## src/rtl/rc_servo_frame_scheduler.sv

```systemverilog
// XY servo frame sequencer: shared-DAC ramp measurement of X then Y, then X pulse followed by Y pulse.
// All outputs registered (1-cycle decisions); no backpressure, timing is fixed by the frame counter.
module rc_servo_frame_scheduler #(
  parameter int FRAME_LEN  = 200000,
  parameter int SETTLE     = 4,
  parameter int PULSE_MIN  = 10000,
  parameter int PULSE_STEP = 39
) (
  input  logic       clk_i,
  input  logic       reset_i,
  input  logic       ena_i,
  input  logic       comp_async_i,
  output logic [7:0] ramp_o,
  output logic       sel_y_o,
  output logic [7:0] pos_x_o,
  output logic [7:0] pos_y_o,
  output logic       pos_valid_o,
  output logic       pwm_x_o,
  output logic       pwm_y_o
);

  localparam int CW = $clog2(FRAME_LEN);
  localparam int SW = $clog2(SETTLE);

  typedef enum logic [2:0] {MEAS_X, MEAS_Y, PULSE_X, PULSE_Y, WAIT} state_t;

  state_t        state_q, state_n;
  logic [CW-1:0] fc_q, fc_n;
  logic [SW-1:0] settle_q, settle_n;
  logic [7:0]    ramp_q, ramp_n;
  logic          found_q, found_n;
  logic [7:0]    code_q, code_n;
  logic [7:0]    meas_x_q, meas_x_n;
  logic [CW-1:0] cnt_q, cnt_n;
  logic          sel_y_q, sel_y_n;
  logic [7:0]    pos_x_q, pos_x_n;
  logic [7:0]    pos_y_q, pos_y_n;
  logic          pos_vld_q, pos_vld_n;
  logic          pwm_x_q, pwm_x_n;
  logic          pwm_y_q, pwm_y_n;
  logic          comp_m, comp_s;

  logic          step_end, hit, fc_wrap;
  logic [7:0]    code_fin;

  // Remaining pulse cycles minus one; W < FRAME_LEN so CW bits never overflow.
  function automatic logic [CW-1:0] pulse_last(input logic [7:0] code);
    return CW'(PULSE_MIN - 1) + CW'(code) * CW'(PULSE_STEP);
  endfunction

  always_ff @(posedge clk_i) begin
    if (reset_i) begin
      state_q   <= MEAS_X;
      fc_q      <= '0;
      settle_q  <= '0;
      ramp_q    <= '0;
      found_q   <= 1'b0;
      code_q    <= '0;
      meas_x_q  <= '0;
      cnt_q     <= '0;
      sel_y_q   <= 1'b0;
      pos_x_q   <= '0;
      pos_y_q   <= '0;
      pos_vld_q <= 1'b0;
      pwm_x_q   <= 1'b0;
      pwm_y_q   <= 1'b0;
      comp_m    <= 1'b0;
      comp_s    <= 1'b0;
    end else begin
      state_q   <= state_n;
      fc_q      <= fc_n;
      settle_q  <= settle_n;
      ramp_q    <= ramp_n;
      found_q   <= found_n;
      code_q    <= code_n;
      meas_x_q  <= meas_x_n;
      cnt_q     <= cnt_n;
      sel_y_q   <= sel_y_n;
      pos_x_q   <= pos_x_n;
      pos_y_q   <= pos_y_n;
      pos_vld_q <= pos_vld_n;
      pwm_x_q   <= pwm_x_n;
      pwm_y_q   <= pwm_y_n;
      comp_m    <= comp_async_i;
      comp_s    <= comp_m;
    end
  end

  always_comb begin
    step_end  = (settle_q == SW'(SETTLE - 1));
    hit       = step_end && comp_s && !found_q;
    code_fin  = found_q ? code_q : (hit ? ramp_q : 8'd255);
    fc_wrap   = (fc_q == CW'(FRAME_LEN - 1));

    state_n   = state_q;
    fc_n      = fc_wrap ? '0 : fc_q + CW'(1);
    settle_n  = '0;
    ramp_n    = '0;
    found_n   = found_q;
    code_n    = code_q;
    meas_x_n  = meas_x_q;
    cnt_n     = cnt_q;
    pos_x_n   = pos_x_q;
    pos_y_n   = pos_y_q;
    pos_vld_n = 1'b0;
    pwm_x_n   = 1'b0;
    pwm_y_n   = 1'b0;

    if (fc_wrap) begin
      state_n = ena_i ? MEAS_X : WAIT;
      found_n = 1'b0;
    end else if (!ena_i) begin
      state_n = WAIT;
    end else begin
      case (state_q)
        MEAS_X, MEAS_Y: begin
          settle_n = step_end ? '0 : settle_q + SW'(1);
          ramp_n   = step_end ? ramp_q + 8'd1 : ramp_q;
          if (hit) begin
            found_n = 1'b1;
            code_n  = ramp_q;
          end
          if (step_end && ramp_q == 8'd255) begin
            found_n = 1'b0;
            if (state_q == MEAS_X) begin
              meas_x_n = code_fin;
              state_n  = MEAS_Y;
            end else begin
              // Publish both codes and launch the X pulse in the same edge.
              pos_x_n   = meas_x_q;
              pos_y_n   = code_fin;
              pos_vld_n = 1'b1;
              pwm_x_n   = 1'b1;
              cnt_n     = pulse_last(meas_x_q);
              state_n   = PULSE_X;
            end
          end
        end
        PULSE_X: begin
          if (cnt_q == '0) begin
            pwm_y_n = 1'b1;
            cnt_n   = pulse_last(pos_y_q);
            state_n = PULSE_Y;
          end else begin
            pwm_x_n = 1'b1;
            cnt_n   = cnt_q - CW'(1);
          end
        end
        PULSE_Y: begin
          if (cnt_q == '0) begin
            state_n = WAIT;
          end else begin
            pwm_y_n = 1'b1;
            cnt_n   = cnt_q - CW'(1);
          end
        end
        default: ;
      endcase
    end

    sel_y_n = (state_n == MEAS_Y);
  end

  assign ramp_o      = ramp_q;
  assign sel_y_o     = sel_y_q;
  assign pos_x_o     = pos_x_q;
  assign pos_y_o     = pos_y_q;
  assign pos_valid_o = pos_vld_q;
  assign pwm_x_o     = pwm_x_q;
  assign pwm_y_o     = pwm_y_q;

endmodule

```

## config.mk

```make
export PLATFORM = sky130hd
export DESIGN_NAME = rc_servo_frame_scheduler
export DESIGN_NICKNAME = d
export VERILOG_FILES = /design/src/rtl/rc_servo_frame_scheduler.sv
export SDC_FILE = /design/constraint.sdc
export NUM_CORES = 1
export LEC_CHECK = 0
export CORE_ASPECT_RATIO = 0.9
export CORE_MARGIN = 5
export CORE_UTILIZATION = 45
export DETAILED_ROUTE_END_ITERATION = 10
export PLACE_DENSITY = 0.66
export SETUP_SLACK_MARGIN = 0.05
export SLEW_MARGIN = 20
export SYNTH_ARGS = -nofsm -noshare
export SYNTH_HDL_FRONTEND = slang
export SYNTH_SLANG_ARGS = --single-unit
```

## constraint.sdc

```tcl
create_clock -name clk_i -period 10.6 [get_ports clk_i]
set_clock_uncertainty 0.1 [all_clocks]
set_input_delay 2.12 -clock clk_i [delete_from_list [all_inputs] [get_ports clk_i]]
set_output_delay 2.12 -clock clk_i [all_outputs]
set_load 0.02 [all_outputs]
```

## Word-level counts from Yosys, hierarchy flattened

Index checks and enable logic that the tools add are counted.

| word-level totals | value |
|---|---|
| flip-flop bits (word level) | 88 |
| bits in latches | 0 |
| bits in writable memories | 0 |
| bits in read-only memories | 0 |
| word-level logic and storage cells | 79 |
| memories kept | 0 |

| operators by class | value |
|---|---|
| add/sub/neg operators | 6 |
| $mul | 2 |
| div/mod/pow operators | 0 |
| $lt $le $gt $ge | 0 |
| equality and inequality tests | 10 |
| shift operators | 0 |
| mux-type cells | 23 |
| bitwise gates (word level) | 4 |
| reduce and logical (&&, ||, !) cells | 18 |

Operators with widths:

| cell | number |
|---|---|
| $mux W18 | 4 |
| $pmux W18 S3 | 1 |
| $add A14 B14 Y15 const A | 2 |
| $mul A8 B6 Y14 const B | 2 |
| $add A18 B1 Y18 const B | 1 |
| $eq A18 B18 Y1 const B | 1 |
| $logic_not A18 Y1 | 1 |
| $mux W3 | 6 |
| $sub A18 B1 Y18 const B | 1 |
| $mux W8 | 2 |
| $reduce_and A5 Y1 | 2 |
| $pmux W3 S3 | 1 |
| $add A8 B1 Y8 const B | 1 |
| $eq A8 B8 Y1 const B | 1 |
| $eq A3 B1 Y1 const B | 2 |
| $eq A3 B2 Y1 const B | 2 |
| $mux W1 | 6 |
| $ne A2 B2 Y1 const B | 3 |
| $reduce_and A6 Y1 | 1 |
| $reduce_or A5 Y1 | 1 |
| $not A1 Y1 | 4 |
| $pmux W1 S2 | 2 |
| $reduce_and A4 Y1 | 1 |
| $reduce_or A2 Y1 | 2 |
| other kinds (11) | 13 |

## Depth between registers and ports, before layout

| logic depth | value |
|---|---|
| word-level depth | 7 |
| gate-level depth with buffers | 16 |

## Least setup slack after synthesis

OpenSTA, ideal clock, no wires.

| timing | value |
|---|---|
| path type | reg-to-reg |
| start | reg pos_y_q[5], in the netlist pos_y_o[5] |
| end | reg cnt_q[13] |
| arrival time | 3.846 ns |
| setup slack | 6.563 ns |
| stages on the path, launching flop included | 15 |
| path buffers | 0 |
| period minus slack after synthesis | 4.037 ns |
| cells stage by stage | dfxtp_1 inv_1 fa_1 inv_1 ha_1 fa_1 ha_1 ha_1 a2111oi_0 o21ai_0 nand2_1 a31oi_1 xor2_1 a211o_1 a311oi_1 |

| on the way | value |
|---|---|
| longest elaborated chain between the ends | 4 |

Ends and longest elaborated chain:

| what | RTL line | source |
|---|---|---|
| start, declared | 37 | `logic [7:0] pos_y_q, pos_y_n;` |
| start signal, assigned | 80 | `pos_y_q <= pos_y_n;` |
| $mul A8 B6 Y14 | 48 | `return CW'(PULSE_MIN - 1) + CW'(code) * CW'(PULSE_STEP);` |
| $add A14 B14 Y15 | 48 |  |
| $mux W18 | 140 | `if (cnt_q == '0) begin` |
| $pmux W18 S3 | 115 | `case (state_q)` |
| end signal, assigned | 77 | `cnt_q <= cnt_n;` |
| end, declared | 34 | `logic [CW-1:0] cnt_q, cnt_n;` |

Every way passes these cells.
A chain may end at the register's enable or synchronous reset.

## Final worst setup path

| timing | value |
|---|---|
| start | reg pos_y_q[1], in the netlist pos_y_o[1] |
| end | reg cnt_q[14] |

The elaborated chain is that of the path after synthesis.

==> results.txt <==
The detailed-route vias per instance came out at between 5 and 6. The most common flop cell mapped by yosys is sky130_fd_sc_hd__dfxtp_1. The number of inserted filler cells in the final layout is ~1400. Setup repair after global routing left no endpoint under its margin. The clock tree buffer depth is 2. For this run, global-route usage on met2 was measured as 0.2727. The combined area of all synthesized cells came out at around 0.0066 mm^2. The most common cell in the netlist is sky130_fd_sc_hd__nor2_1. The met1 usage in global routing is 0.2533. The cell area reported after detailed placement came out at 0.006993 mm^2. The maximum number of pins on one net before global-route repair is 56. The diode insertion count for antenna repair is 0. The number of port buffers is 31. The met3 routing resource usage after global routing came out at 0.03012. The count of antenna-violating nets left after detailed routing came out at 0. The total track usage came out at 0.1742. sky130_fd_sc_hd__dfxtp_1 takes more of the synthesized area than any other cell. In the final layout, the share of cells above drive strength 1 is 0.03875.

The highest fanout seen on the critical path is 8. The number of clock sinks came out at 88. The post-cts hold buffer count came out at 0. The post-route worst hold slack came out at 0.3420 ns. The worst endpoint required time is 10.72 ns. The number of global-route vias before repair came out at 5022. The post-detailed-route DRC marker count came out at 0. The run finished with clean final reports.

The reg2reg setup slack is ~6.3 ns. Dividing total power by cell area gives a power density of between 90 and 100 mW/mm^2. Measured along the x axis, the die boundary spans 137.8 um.

The routing layer with the top usage in global route is met2. The number of library cell types mapped by synthesis came out at 62. The number of placed cells counting well taps came out at 982. The path type of the worst min-delay path is register to register. The max-slew violation count came out at 0.

The average instance in the mapped netlist occupies 8.487 um^2. The worst setup path is of the register to register kind. The number of cell rows came out at between 40 and 50. The H-tree generated during clock tree synthesis spans 3 levels.

The number of buffers added for setup after CTS came out at 0. The worst endpoint data arrival time came out at between 4 and 5 ns. The kind of end point of the critical path is a register. Clock-pin slew was measured on the worst setup and hold paths at 0.06 ns. The core region is between 0.01 and 0.015 mm^2. The net count after synthesis is about 900. The commonest cells after synthesis are 93 x sky130_fd_sc_hd__nor2_1, 88 x sky130_fd_sc_hd__dfxtp_1, 78 x sky130_fd_sc_hd__ha_1.

The share of flip-flops with an asynchronous set or reset is 0. The count of pins on the block boundary is 32. The total overflow left after global routing is 0. Before antenna repair, the detailed router went through 5 iterations. The number of gates resized after CTS came out at 0. The sequential element share of the synthesized area came out at 0.2665.

The initial utilization of the core area, before any placement, comes to 0.4542. After synthesis, the cell types taking the most area are sky130_fd_sc_hd__dfxtp_1 27%, sky130_fd_sc_hd__ha_1 15%, sky130_fd_sc_hd__fa_1 7.9%. The congestion estimate from routability-driven global placement came to 0.8400. The TritonCTS clock tree is done.

The share of Yosys cell area claimed by the top area cell type is 0.2665. The number of synthesized flops with an enable pin came out at 0. The placed wire-length estimate after detailed placement is roughly 11000 um.

The initial antenna violation count came out at 0. At the pin with the least slew margin, the transition time is about 1.0 ns. The routed layout has 5292 vias. Subtracting the final worst setup slack from the clock period gives approximately 4.3 ns. The post-route cell area is roughly 0.0074 mm^2. The number of standard cells in the final layout excluding fillers came out at about 1000. In the synthesized netlist, the number of instances is between 700 and 800.

The post-synthesis to final-layout area growth came out at 11.34%. Across the VDD grid, the largest voltage drop is 0.00008102 V. The aggregate routed wire length is between 10000 and 15000 um.

The count of final setup violators came out at 0. The number of buffers inserted during clock tree synthesis is 9. The global-route wire length before repair is approximately 25000 um. The count of synthesis-stage warnings from yosys is 0.

The full die area came out at approximately 0.017 mm^2. Based on the critical path, the design can be clocked at up to around 0.23 GHz. The final hold violation count was 0. The die is between 100 and 150 um tall.

The number of violations of the max-capacitance limit is 0. The synthesis-stage register bit count came out at between 80 and 90. The relative max-transition margin is 0.3173. The analysis attributes to cell leakage a power of about 3.3 nW. The worst setup path is launched from a register. The net count reported at finish came out at roughly 900. The average wire length per cell after detail routing came out at 14.29 um. For this block, the initial DRC count from the detailed router was between 300 and 400. The cell sitting at the root of the clock tree is a sky130_fd_sc_hd__clkbuf_16.

The clock insertion delay at the later pin of the skew report is 0.33 ns. The sum of negative setup slack came out at 0 ns. The share of the clock period used by the worst path is 0.4083.
==> layout make-up <==
| class | count | area [um^2] | area share |
|---|---|---|---|
| multi-input combinational | 587 | 4378 | 0.5948 |
| sequential | 88 | 1762 | 0.2393 |
| timing repair buffer | 33 | 320.3 | 0.04352 |
| inverter | 76 | 285.3 | 0.03876 |
| tap | 198 | 247.7 | 0.03366 |
| clock buffer | 9 | 225.2 | 0.03060 |
| clock inverter | 7 | 142.6 | 0.01938 |
==> report_power, final <==
group | total, mW | internal (mW) | switching (mW) | leakage [nW]
logic | 0.0112 | 0.00337 | 0.00782 | 2.39
clock network | 0.386 | 0.255 | 0.131 | 0.180
registers | 0.334 | 0.332 | 0.00170 | 0.710
total | 0.731 | 0.591 | 0.140 | 3.28
==> final timing paths <==
check | from | end | depth (start not counted)
min | settle_q[0]$_SDFF_PP0_ | settle_q[0]$_SDFF_PP0_ | 1
min reg2reg | settle_q[0]$_SDFF_PP0_ | settle_q[0]$_SDFF_PP0_ | 1
max | pos_y_o[1]$_SDFFE_PP0P_ | cnt_q[14]$_SDFFE_PP0P_ | 14
max reg2reg | pos_y_o[1]$_SDFFE_PP0P_ | cnt_q[14]$_SDFFE_PP0P_ | 14
==> layer usage <==
metal,vias up,share of wire
li1,2711,-
met1,2474,0.50
met2,94,0.45
met3,13,0.038
met4,0,0.011
met5,-,0
==> critical path, cell delays in order, from the launching register on <==
cell	delay [ns]
sky130_fd_sc_hd__dfxtp_1	0.56
sky130_fd_sc_hd__inv_1	0.09
sky130_fd_sc_hd__ha_1	0.31
sky130_fd_sc_hd__inv_1	0.08
sky130_fd_sc_hd__fa_1	0.54
sky130_fd_sc_hd__inv_1	0.05
sky130_fd_sc_hd__fa_1	0.44
sky130_fd_sc_hd__ha_1	0.37
sky130_fd_sc_hd__o21ai_0	0.27
sky130_fd_sc_hd__o21ai_0	0.18
sky130_fd_sc_hd__a2111oi_0	0.57
sky130_fd_sc_hd__nor3_1	0.13
sky130_fd_sc_hd__xnor2_1	0.18
sky130_fd_sc_hd__a21oi_1	0.08
sky130_fd_sc_hd__a221o_1	0.27
==> cells by family (layout without fill, tap and decap cells) <==
| family | count (synthesis) | in the layout | synth area share |
|---|---|---|---|
| AO/OA/AOI/OAI | 156 | 156 | 0.1453 |
| buffers and inverters | 104 | 125 | 0.07135 |
| AND/OR/NAND/NOR | 251 | 251 | 0.1862 |
| XOR/XNOR | 57 | 57 | 0.07551 |
| adder cells (fa/ha/maj) | 104 | 104 | 0.2263 |
| multiplexers | 19 | 19 | 0.02877 |
| flip-flops | 88 | 88 | 0.2665 |
==> cells in the final DEF (no fill, tap or decap), types with 5 or more instances in the layout <==
cell type and instances:
sky130_fd_sc_hd__a211oi_1 8, sky130_fd_sc_hd__a21o_1 5, sky130_fd_sc_hd__a21oi_1 64, sky130_fd_sc_hd__and3_1 5
sky130_fd_sc_hd__clkbuf_16 9, sky130_fd_sc_hd__clkdlybuf4s50_1 30, sky130_fd_sc_hd__dfxtp_1 88, sky130_fd_sc_hd__fa_1 26
sky130_fd_sc_hd__ha_1 78, sky130_fd_sc_hd__inv_1 76, sky130_fd_sc_hd__mux2i_1 19, sky130_fd_sc_hd__nand2_1 69
sky130_fd_sc_hd__nand3_1 9, sky130_fd_sc_hd__nand4_1 8, sky130_fd_sc_hd__nor2_1 93, sky130_fd_sc_hd__nor2b_1 5
sky130_fd_sc_hd__nor3_1 17, sky130_fd_sc_hd__nor3b_1 5, sky130_fd_sc_hd__nor4_1 8, sky130_fd_sc_hd__o21ai_0 37
sky130_fd_sc_hd__o221ai_1 5, sky130_fd_sc_hd__or3_1 5, sky130_fd_sc_hd__xnor2_1 26, sky130_fd_sc_hd__xor2_1 31
==> state kept, by name (all words and copies together), names as in the netlist <==
signal,count
meas_x_q,8
sel_y_o,1
pos_x_o,8
pos_y_o,8
state_q,3
code_q,8
comp_m,1
ramp_o,8
pwm_y_o,1
cnt_q,18
found_q,1
settle_q,2
pwm_x_o,1
comp_s,1
pos_valid_o,1
fc_q,18
==> through the flow <==
step	setup WS (ns)	total power, mW	util
2_1_floorplan	6.563	0.3505	-
3_3_place_gp	6.322	0.3529	0.4804
3_5_place_dp	6.318	0.3530	0.4804
4_1_cts	6.296	0.7372	0.5057
5_1_grt	5.914	0.7545	0.5057
6_report	6.272	0.7310	0.5057
Note: power is estimated with default switching activity, not from simulation.
